[config.mk]
export PLATFORM = sky130hd
export DESIGN_NAME = fetch_queue
export DESIGN_NICKNAME = d
export VERILOG_FILES = /design/src/rtl/fetch_queue.sv
export SDC_FILE = /design/constraint.sdc
export NUM_CORES = 1
export LEC_CHECK = 0
export ABC_AREA = 1
export ABC_CLOCK_PERIOD_IN_PS = 9000
export BUFFER_PORTS_ARGS = -buffer_cell sky130_fd_sc_hd__buf_2
export CORE_MARGIN = 5
export CORE_UTILIZATION = 52
export DETAILED_ROUTE_END_ITERATION = 8
export GPL_TIMING_DRIVEN = 0
export PLACE_DENSITY_LB_ADDON = 0.12
export SLEW_MARGIN = 20
export SYNTH_ARGS = -nofsm -noshare
export SYNTH_HDL_FRONTEND = slang
export SYNTH_SLANG_ARGS = --single-unit
[constraint.sdc]
create_clock -name clk -period 9 [get_ports clk]
set_input_delay 1.8 -clock clk [delete_from_list [all_inputs] [get_ports clk]]
set_output_delay 1.8 -clock clk [all_outputs]
set_load 0.01 [all_outputs]
[src/rtl/fetch_queue.sv]
// Instruction-fetch queue: issues word reads for the current pc, buffers up to
// DEPTH {pc, instruction} pairs in issue order and hands them to decode.
module fetch_queue #(
    parameter int DEPTH = 4,
    parameter int AW    = 32,
    parameter int DW    = 32
) (
    input  logic          clk,
    input  logic          rst,
    input  logic [AW-1:0] pc,
    output logic          pc_advance,
    input  logic          flush,
    output logic          imem_req,
    output logic [AW-1:0] imem_addr,
    input  logic          imem_gnt,
    input  logic          imem_rvalid,
    input  logic [DW-1:0] imem_rdata,
    output logic          inst_valid,
    input  logic          inst_ready,
    output logic [DW-1:0] inst,
    output logic [AW-1:0] inst_pc
);

    localparam int PW = $clog2(DEPTH);
    localparam int CW = PW + 1;

    typedef logic [PW-1:0] ptr_t;
    typedef logic [CW-1:0] cnt_t;

    localparam cnt_t DEPTH_C = cnt_t'(DEPTH);

    logic [AW-1:0]    slot_pc   [DEPTH];
    logic [DW-1:0]    slot_data [DEPTH];
    logic [DEPTH-1:0] slot_filled;

    ptr_t head, tail, fill;
    cnt_t used;
    cnt_t pend;       // allocated slots still waiting for their response
    cnt_t discard;    // responses still owed for squashed fetches
    cnt_t owed;

    logic deq, rsp_fill, rsp_drop, squash;

    // rst gates the request so it drops the moment reset is asserted
    assign imem_req   = ~rst & ~flush & (used < DEPTH_C);
    assign pc_advance = imem_req & imem_gnt;
    assign imem_addr  = pc & ~{{(AW-2){1'b0}}, 2'b11};

    assign inst_valid = slot_filled[head] & (used != '0);
    assign inst       = slot_data[head];
    assign inst_pc    = slot_pc[head];

    assign deq      = inst_valid & inst_ready;
    assign rsp_drop = imem_rvalid & (discard != '0);
    assign rsp_fill = imem_rvalid & (discard == '0) & (pend != '0);
    assign owed     = discard + pend;
    assign squash   = imem_rvalid & (owed != '0);

    always_ff @(posedge clk or posedge rst) begin
        if (rst) begin
            head        <= '0;
            tail        <= '0;
            fill        <= '0;
            used        <= '0;
            pend        <= '0;
            discard     <= '0;
            slot_filled <= '0;
            for (int unsigned i = 0; i < DEPTH; i++) begin
                slot_pc[i]   <= '0;
                slot_data[i] <= '0;
            end
        end else if (flush) begin
            head        <= '0;
            tail        <= '0;
            fill        <= '0;
            used        <= '0;
            pend        <= '0;
            slot_filled <= '0;
            discard     <= owed - cnt_t'(squash);
        end else begin
            // tail, fill and head always address distinct slots when active
            if (pc_advance) begin
                slot_pc[tail]     <= pc;
                slot_filled[tail] <= 1'b0;
                tail              <= tail + ptr_t'(1);
            end
            if (rsp_drop) begin
                discard <= discard - cnt_t'(1);
            end
            if (rsp_fill) begin
                slot_data[fill]   <= imem_rdata;
                slot_filled[fill] <= 1'b1;
                fill              <= fill + ptr_t'(1);
            end
            if (deq) begin
                slot_filled[head] <= 1'b0;
                head              <= head + ptr_t'(1);
            end
            used <= used + cnt_t'(pc_advance) - cnt_t'(deq);
            pend <= pend + cnt_t'(pc_advance) - cnt_t'(rsp_fill);
        end
    end

endmodule

* Yosys cells after proc, flatten, opt, wreduce, memory -nomap -nowiden
Cells that the tools add are included.
** Operators by class
- $mul :: 0
- Reduce and logical (&&, ||, !) cells :: 16
- Add/subtract/negate cells :: 10
- Equal/unequal tests :: 0
- Shift-type cells :: 0
- Div/mod/pow operators :: 0
- Magnitude comparators :: 12
- Bitwise gates (word level) :: 19
- Mux-type cells :: 36
** Operators by type and width (count)
- 128-bit bitwise mux :: 2
- 32-bit two-way mux :: 6
- 32-bit binary-select mux with 2-bit select :: 2
- 32-bit demux with 2-bit select :: 2
- 4-bit two-way mux :: 6
- 2-bit two-way mux :: 6
- 3-bit two-way mux :: 4
- 3-bit nonzero test :: 4
- 1-bit AND :: 9
- 3-bit greater-or-equal comparator, second input constant :: 3
- 2-bit by 3-bit < comparator with 1-bit output, second input constant :: 3
- 2-bit NOT with 3-bit output :: 3
- 3-bit by 1-bit subtractor with 3-bit output :: 3
- 4-bit AND :: 2
- 4-bit NOT :: 2
- 2-bit nonzero test :: 4
- 2-bit by 1-bit adder with 2-bit output, second input constant :: 3
- 3-bit by 1-bit adder with 3-bit output :: 2
- 1-bit demux with 2-bit select :: 3
- 2-bit by 1-bit greater-or-equal comparator with 1-bit output, second input constant :: 3
- 3-bit by 1-bit < comparator with 1-bit output, second input constant :: 2
- 1-bit logical AND :: 5
- 1-bit two-way mux :: 4
- 4-bit bitwise OR :: 1
- 7 further kinds :: 9
** Storage, ports and cells
- Input bits :: 70
- Register bits after elaboration :: 275
- RAM bits :: 0
- Memories :: 0
- Bits in latches :: 0
- Bits in read-only memories :: 0
- Word-level logic and storage cells :: 108
- Output and inout port bits :: 99

* Logic depth before layout (Yosys ltp)
Gate-level depths: netlist of the first run.
- Word-level depth :: 14
- Depth in mapped cells :: 14
- Gate-level depth less buffers :: 14

* Worst setup path before layout of the first run
OpenSTA, ideal clock, no wires.
- Kind :: input to output
- Start :: input port rst
- End :: output port pc_advance
- Stages :: 2
- Arrival :: 2145 ps
- Path buffers :: 0
- Path slack :: 5055 ps
- Data required time :: 7200 ps
- Cells stage by stage :: nor2_1 and3_1
** Between the ends
- Cells in the longest elaborated chain, start to end :: 4
** Ends and longest elaborated chain
- start: declaration :: RTL line 9 : input logic rst,
- 1-bit NOT :: RTL line 45 : assign imem_req = ~rst & ~flush & (used < DEPTH_C);
- 1-bit AND (2 in series) :: RTL line 45
- 1-bit AND :: RTL line 46 : assign pc_advance = imem_req & imem_gnt;
- end: declaration :: RTL line 11 : output logic pc_advance,
No other way between the ends.

* Worst setup path in the final report of the first run
- Start :: register head[0]
- End :: output port inst[29]
** Between the ends
- Cells in the longest elaborated chain, start to end :: 4
** Ends and longest elaborated chain
- start: declaration :: RTL line 36 : ptr_t head, tail, fill;
- start signal: assignment :: RTL line 97 : head <= head + ptr_t'(1);
- 2-bit NOT with 3-bit output (not written as such) :: RTL line 50 : assign inst = slot_data[head];
- 32-bit binary-select mux with 2-bit select :: RTL line 50
- 32-bit two-way mux (not written as such) (2 in series) :: RTL line 50
- end: declaration :: RTL line 20 : output logic [DW-1:0] inst,
No other way between the ends. The select of a mux whose other input is x is not followed.

==> results of run 1 <==
==> registers in the layout, indices dropped and copies added, names as in the netlist <==
name / count
discard: 3
slot_pc: 128
tail: 2
slot_filled: 4
fill: 2
slot_data: 128
pend: 3
head: 2
used: 3
==> worst max path at each step <==
stage                         to
floorplan             discard[0]
global placement    slot_pc[121]
detailed placement    pc_advance
CTS                     inst[29]
global route            inst[29]
finish                  inst[29]
==> cell type report <==
type                    instances  share of cell area, %
multi-input cells            1072                   32.1
clock inverters                 4                  0.132
flip-flops and latches        275                   45.5
inverters                      85                   2.14
repair buffers                176                   7.02
plain buffers                 127                   4.30
well taps                     324                   2.68
clock buffers                  45                   6.08
==> synth_stat cells <==
cell | instances | share of area (%)
nand2_1 | 529 | 16
buf_4 | 32 | 1.9
o22ai_1 | 50 | 2.5
buf_1 | 2 | 0.059
a31oi_1 | 1 | 0.049
inv_2 | 4 | 0.12
inv_1 | 80 | 2.4
clkbuf_1 | 51 | 1.5
nand3_2 | 4 | 0.32
fa_1 | 3 | 0.47
nor3_1 | 1 | 0.039
and3_1 | 2 | 0.098
o21ai_1 | 96 | 3.8
a21oi_1 | 16 | 0.63
nor3_4 | 1 | 0.13
dfrtp_1 | 275 | 54
xor2_1 | 2 | 0.14
nor2_1 | 131 | 3.9
o21ai_0 | 195 | 7.7
buf_2 | 42 | 1.7
clkinv_1 | 1 | 0.030
conb_1 | 1 | 0.030
nand3_1 | 14 | 0.55
nor2_4 | 1 | 0.089
xnor2_1 | 2 | 0.14
ha_1 | 20 | 2.0
a22o_1 | 1 | 0.069
a21boi_0 | 1 | 0.059
==> critical path: stages (launching register included) <==
cell      delay (ns)
dfrtp_1         0.43
clkinv_1        0.26
clkbuf_1        0.57
clkbuf_1        0.67
nor2_1          0.08
o22ai_1         0.32
buf_2           0.20
==> kinds of logic after synthesis <==
family / after synthesis / share of synthesized area [%]
AO/OA/AOI/OAI: 360 / 14.7
XOR/XNOR: 4 / 0.276
adder cells (fa/ha/maj): 23 / 2.44
buffers and inverters: 212 / 7.62
flip-flops: 275 / 54.2
other: 1 / 0.0295
AND/OR/NAND/NOR: 683 / 20.7
==> power groups by stage <==
stage	Clock, mW	Combinational (mW)	Sequential [mW]
finish	1.18	0.568	1.49
floorplan	0	0.368	1.48
global placement	0	0.541	1.50
global route	1.25	0.651	1.51
CTS	1.19	0.573	1.48
detailed placement	0	0.569	1.50
==> per-stage QoR <==
stage | area (sq um) | utilization [%] | hold WS [ns] | worst slack (ns) | power (mW)
after CTS | 15100 | 62.5 | 0.476 | 4.18 | 3.25
final | 15100 | 62.5 | 0.473 | 4.09 | 3.23
after global placement | 13900 | 57.7 | 0.456 | 1.73 | 2.04
after floorplan | 12700 | - | 0.444 | 3.56 | 1.85
after detailed placement | 14200 | 58.6 | 0.460 | 4.63 | 2.07
after global routing | 15100 | 62.5 | 0.482 | 4.03 | 3.41
==> layer usage <==
metal,vias to the layer above,global-route usage [%],routed length [um]
li1,5389,-,-
met1,5448,35.9,15900
met2,432,43.5,17300
met3,60,4.33,2480
met4,0,6.79,725
met5,-,0,0
==> summary.txt, run 1 <==
Seq/Total Area, Yosys: 54.2%
nets: 1860
Setup TNS: 0 ns
diode count: 0
Setup crit start: head[0]
row cnt: 57
final worst path period share: 54.6%
Setup Crit Path Kind: flop to primary output
Worst Hold End: slot_pc[83]
routability cong.: 0.839
die area: 27700 sq um
Fmax: 204 MHz
sequential share of power: 46.0%
Max Transition Viols Final: 0
DRC Markers: 0
Comb power frac: 17.6%
Synth Warn #: 0
Multi-input gate area: 4860 sq um
vias in the first global route: 11.5k
final setup violation count: 0
sw frac: 27.9%
outcome: complete, no violations
Int Power: 2.33 mW
Sink Count: 275
Reg area: 6880 sq um
Clk pwr share: 36.5%
Post-Route WL: 36400 um
Die H: 166 um
commonest non-fill, non-tap cell in the layout: nand2_1
Cells after Synth: 1558
Sw Pwr: 0.903 mW
CORE AREA: 24200 sq um
cell count of the worst hold path: 2
# hold bufs at CTS: 0
launch point of the worst reg-to-reg path: head[1]
Seq cells post-synth: 275
clk slew on worst S/H paths: 0.06 ns
VDD IR max: 0.136 mV
Rel. slew slack: 46.8%
DR pass1 iterations: 6
via/cell ratio: 5.37
DR WL/cell: 17.3 um
post-CTS setup buffers: 0
largest net degree at the start of global routing: 35
Fillers: 2110
worst path arrival time: 3.11 ns
CTS tree: yes
Pleak: 8.07 nW
RSZ-0062 raised after global routing: false
Vias: 11.3k
hold path start: slot_pc[83]
Layout Cells excl Fill: 2108
worst-case reg-to-reg path depth: 13
minimum clock period: 4.91 ns
Die X: 166 um
# port buffers: 166
Reg2Reg Setup Slack: 6.37 ns
startpoint types: flop
post-cts sizing count: 0
Syn Area/Cell: 8.15 sq um
Routed Antenna Nets: 0
CP required: 7.20 ns
GRT overflow: 0
gr usage total: 26.1%
Ports: 169
PwrDens: 214 nW/um^2
synth unique cells: 28
H-tree depth: 1
max-capacitance violation count: 0
Worst Clk Skew: 0.0180 ns
cell area after synthesis: 12700 sq um
capturing point of the worst reg2reg path: used[2]
drt initial violations: 1077
CP Max Fanout: 10
Worst Hold Class: flop to flop
placed cells: 2059
DP HPWL: 24700 um
clock insertion delay at the later pin of the skew report: 0.55 ns
commonest non-fill, non-tap cells in the layout: 529 x nand2_1, 275 x dfrtp_1, 208 x buf_2
initial antenna violation count: 0
P&R area growth vs syn: 19.0%
CTS Buffer Depth: 3
Hold Vio Cnt, Final: 0
Initial Util: 52.5%
clock buffer count from CTS: 30
Slew @ Worst Pin: 0.798 ns
first-pass GRT wire length: 59800 um
CP endpoint kind: primary output
Root Driver: clkbuf_16
layout cells sized above 1: 17.1%
No activity file was read; power rests on OpenSTA's default activity.
==> run 2, diff against run 1 <==
--- a/config.mk
+++ b/config.mk
@@ -6,10 +6,10 @@
 export NUM_CORES = 1
 export LEC_CHECK = 0
 export ABC_AREA = 1
-export ABC_CLOCK_PERIOD_IN_PS = 9000
+export ABC_CLOCK_PERIOD_IN_PS = 5000
 export BUFFER_PORTS_ARGS = -buffer_cell sky130_fd_sc_hd__buf_2
 export CORE_MARGIN = 5
-export CORE_UTILIZATION = 52
+export CORE_UTILIZATION = 55
 export DETAILED_ROUTE_END_ITERATION = 8
 export GPL_TIMING_DRIVEN = 0
 export PLACE_DENSITY_LB_ADDON = 0.12
==> constraint.sdc (replaced) <==
create_clock -name clk -period 5 [get_ports clk]
set_input_delay 1 -clock clk [delete_from_list [all_inputs] [get_ports clk]]
set_output_delay 1 -clock clk [all_outputs]
set_load 0.01 [all_outputs]
==> summary.txt, run 2 (same netlist as run 1, synthesis figures left out) <==
Slew @ Worst Pin: 0.686 ns
sw frac: 27.9%
outcome: complete, no violations
clock buffer count from CTS: 29
final setup violation count: 0
RSZ-0062 raised after global routing: false
Root Driver: clkbuf_16
Rel. slew slack: 54.3%
Multi-input gate area: 4860 sq um
Post-Route WL: 35700 um
DR pass1 iterations: 5
Placed Area: 14200 sq um
post-cts sizing count: 0
DP HPWL: 24700 um
Reg area: 6880 sq um
Fillers: 1943
diode count: 0
Sink Count: 275
DR WL/cell: 17.2 um
worst path arrival time: 2.97 ns
clock insertion delay at the later pin of the skew report: 0.55 ns
Routed Antenna Nets: 0
die area: 26200 sq um
Initial Util: 55.9%
via/cell ratio: 5.52
Sw Pwr: 1.63 mW
CTS tree: yes
initial antenna violation count: 0
Layout Cell Area excl Fill: 15100 sq um
# port buffers: 166
row cnt: 55
critical path cell sequence: clkinv_1 > clkbuf_1 > clkbuf_1 > nor2_1 > o22ai_1 > buf_2
Hold Vio Cnt, Final: 0
gr usage total: 27.0%
DRC Markers: 0
H-tree depth: 1
CORE AREA: 22700 sq um
Most Frequent Cell on Critical Path: clkbuf_1
layout cells sized above 1: 17.2%
Fmax: 252 MHz
Die H: 162 um
sequential share of power: 45.8%
routability cong.: 0.856
# hold bufs at CTS: 0
clk slew on worst S/H paths: 0.06 ns
placed cells: 2021
Worst path max stage delay: 0.59 ns
CP Max Fanout: 10
GRT overflow: 0
Ports: 169
startpoint types: flop
CTS Buffer Depth: 3
Max Transition Viols Final: 0
Setup Crit Path Kind: flop to primary output
vias in the first global route: 11.4k
Worst Clk Skew: 0.0166 ns
Int Power: 4.21 mW
first-pass GRT wire length: 58100 um
final worst path period share: 79.3%
PwrDens: 386 nW/um^2
Vias: 11.4k
nets: 1860
Layout Cells excl Fill: 2074
CP endpoint kind: primary output
minimum clock period: 3.97 ns
post-CTS setup buffers: 0
largest net degree at the start of global routing: 31
Crit-path slowest cell: clkbuf_1
Reg2Reg Setup Slack: 2.37 ns
P&R area growth vs syn: 19.0%
Clk pwr share: 36.7%
commonest non-fill, non-tap cells in the layout: 529 x nand2_1, 275 x dfrtp_1, 208 x buf_2
Comb power frac: 17.5%
commonest non-fill, non-tap cell in the layout: nand2_1
registers with the most flip-flops: slot_data x128, slot_pc x128, slot_filled x4
VDD IR max: 0.290 mV
max-capacitance violation count: 0
drt initial violations: 942
Die X: 162 um
Worst Hold Class: input pin to async pin
Core Util, Final: 66.6%
Pleak: 8.09 nW
CP required: 4.00 ns
==> run 2: routing by layer <==
layer  track usage [%]  vias to the layer above  routed length, um
met1              37.4                     5506              15100
met2              45.1                      484              17100
li1                  -                     5396                  -
met4              7.30                        0                666
met5                 0                        -                  0
met3              3.93                       58               2860
==> run 2: final timing paths <==
| kind | cells past startpoint | start | end |
|---|---|---|---|
| setup / recovery | 6 | head[0] | inst[29] |
| hold / removal | 2 | rst | slot_pc[96] |
| setup reg to reg | 13 | head[1] | used[2] |
| hold reg to reg | 2 | slot_pc[54] | slot_pc[54] |
| max in group asynchronous | 6 | rst | slot_data[103] |
| min in group clk | 2 | slot_pc[54] | slot_pc[54] |
==> run 2: per-stage QoR <==
stage          hold slack (ns)  setup slack, ns  setup TNS (ns)  total power [mW]
2_1_floorplan            0.444            0.363               0              3.33
3_3_place_gp             0.456            -1.39         -376.24              3.67
3_5_place_dp             0.460             1.75               0              3.73
4_1_cts                  0.460             1.16               0              5.86
5_1_grt                  0.480            0.951               0              6.12
6_report                 0.471             1.03               0              5.84
==> run 2: area by class of cell <==
type	count	share of cell area [%]
Tap cell	285	2.36
Buffer	127	4.30
Multi-Input combinational cell	1072	32.1
Clock inverter	7	0.447
Sequential cell	275	45.5
Timing Repair Buffer	177	7.20
Inverter	85	2.14
Clock buffer	46	5.89
==> run 2: worst max-delay path: cells and delay by family (launching register included) <==
kind,cells,cell delay [ns]
simple gates,1,0.08
flops,1,0.43
buf+inv,4,1.56
compound gates,1,0.33
==> run 2: power groups by stage <==
stage | clock network, mW | logic (mW) | registers [mW]
after detailed placement | 0 | 1.02 | 2.70
after CTS | 2.16 | 1.03 | 2.67
after floorplan | 0 | 0.662 | 2.67
after global placement | 0 | 0.971 | 2.70
final | 2.15 | 1.02 | 2.67
after global routing | 2.25 | 1.16 | 2.71
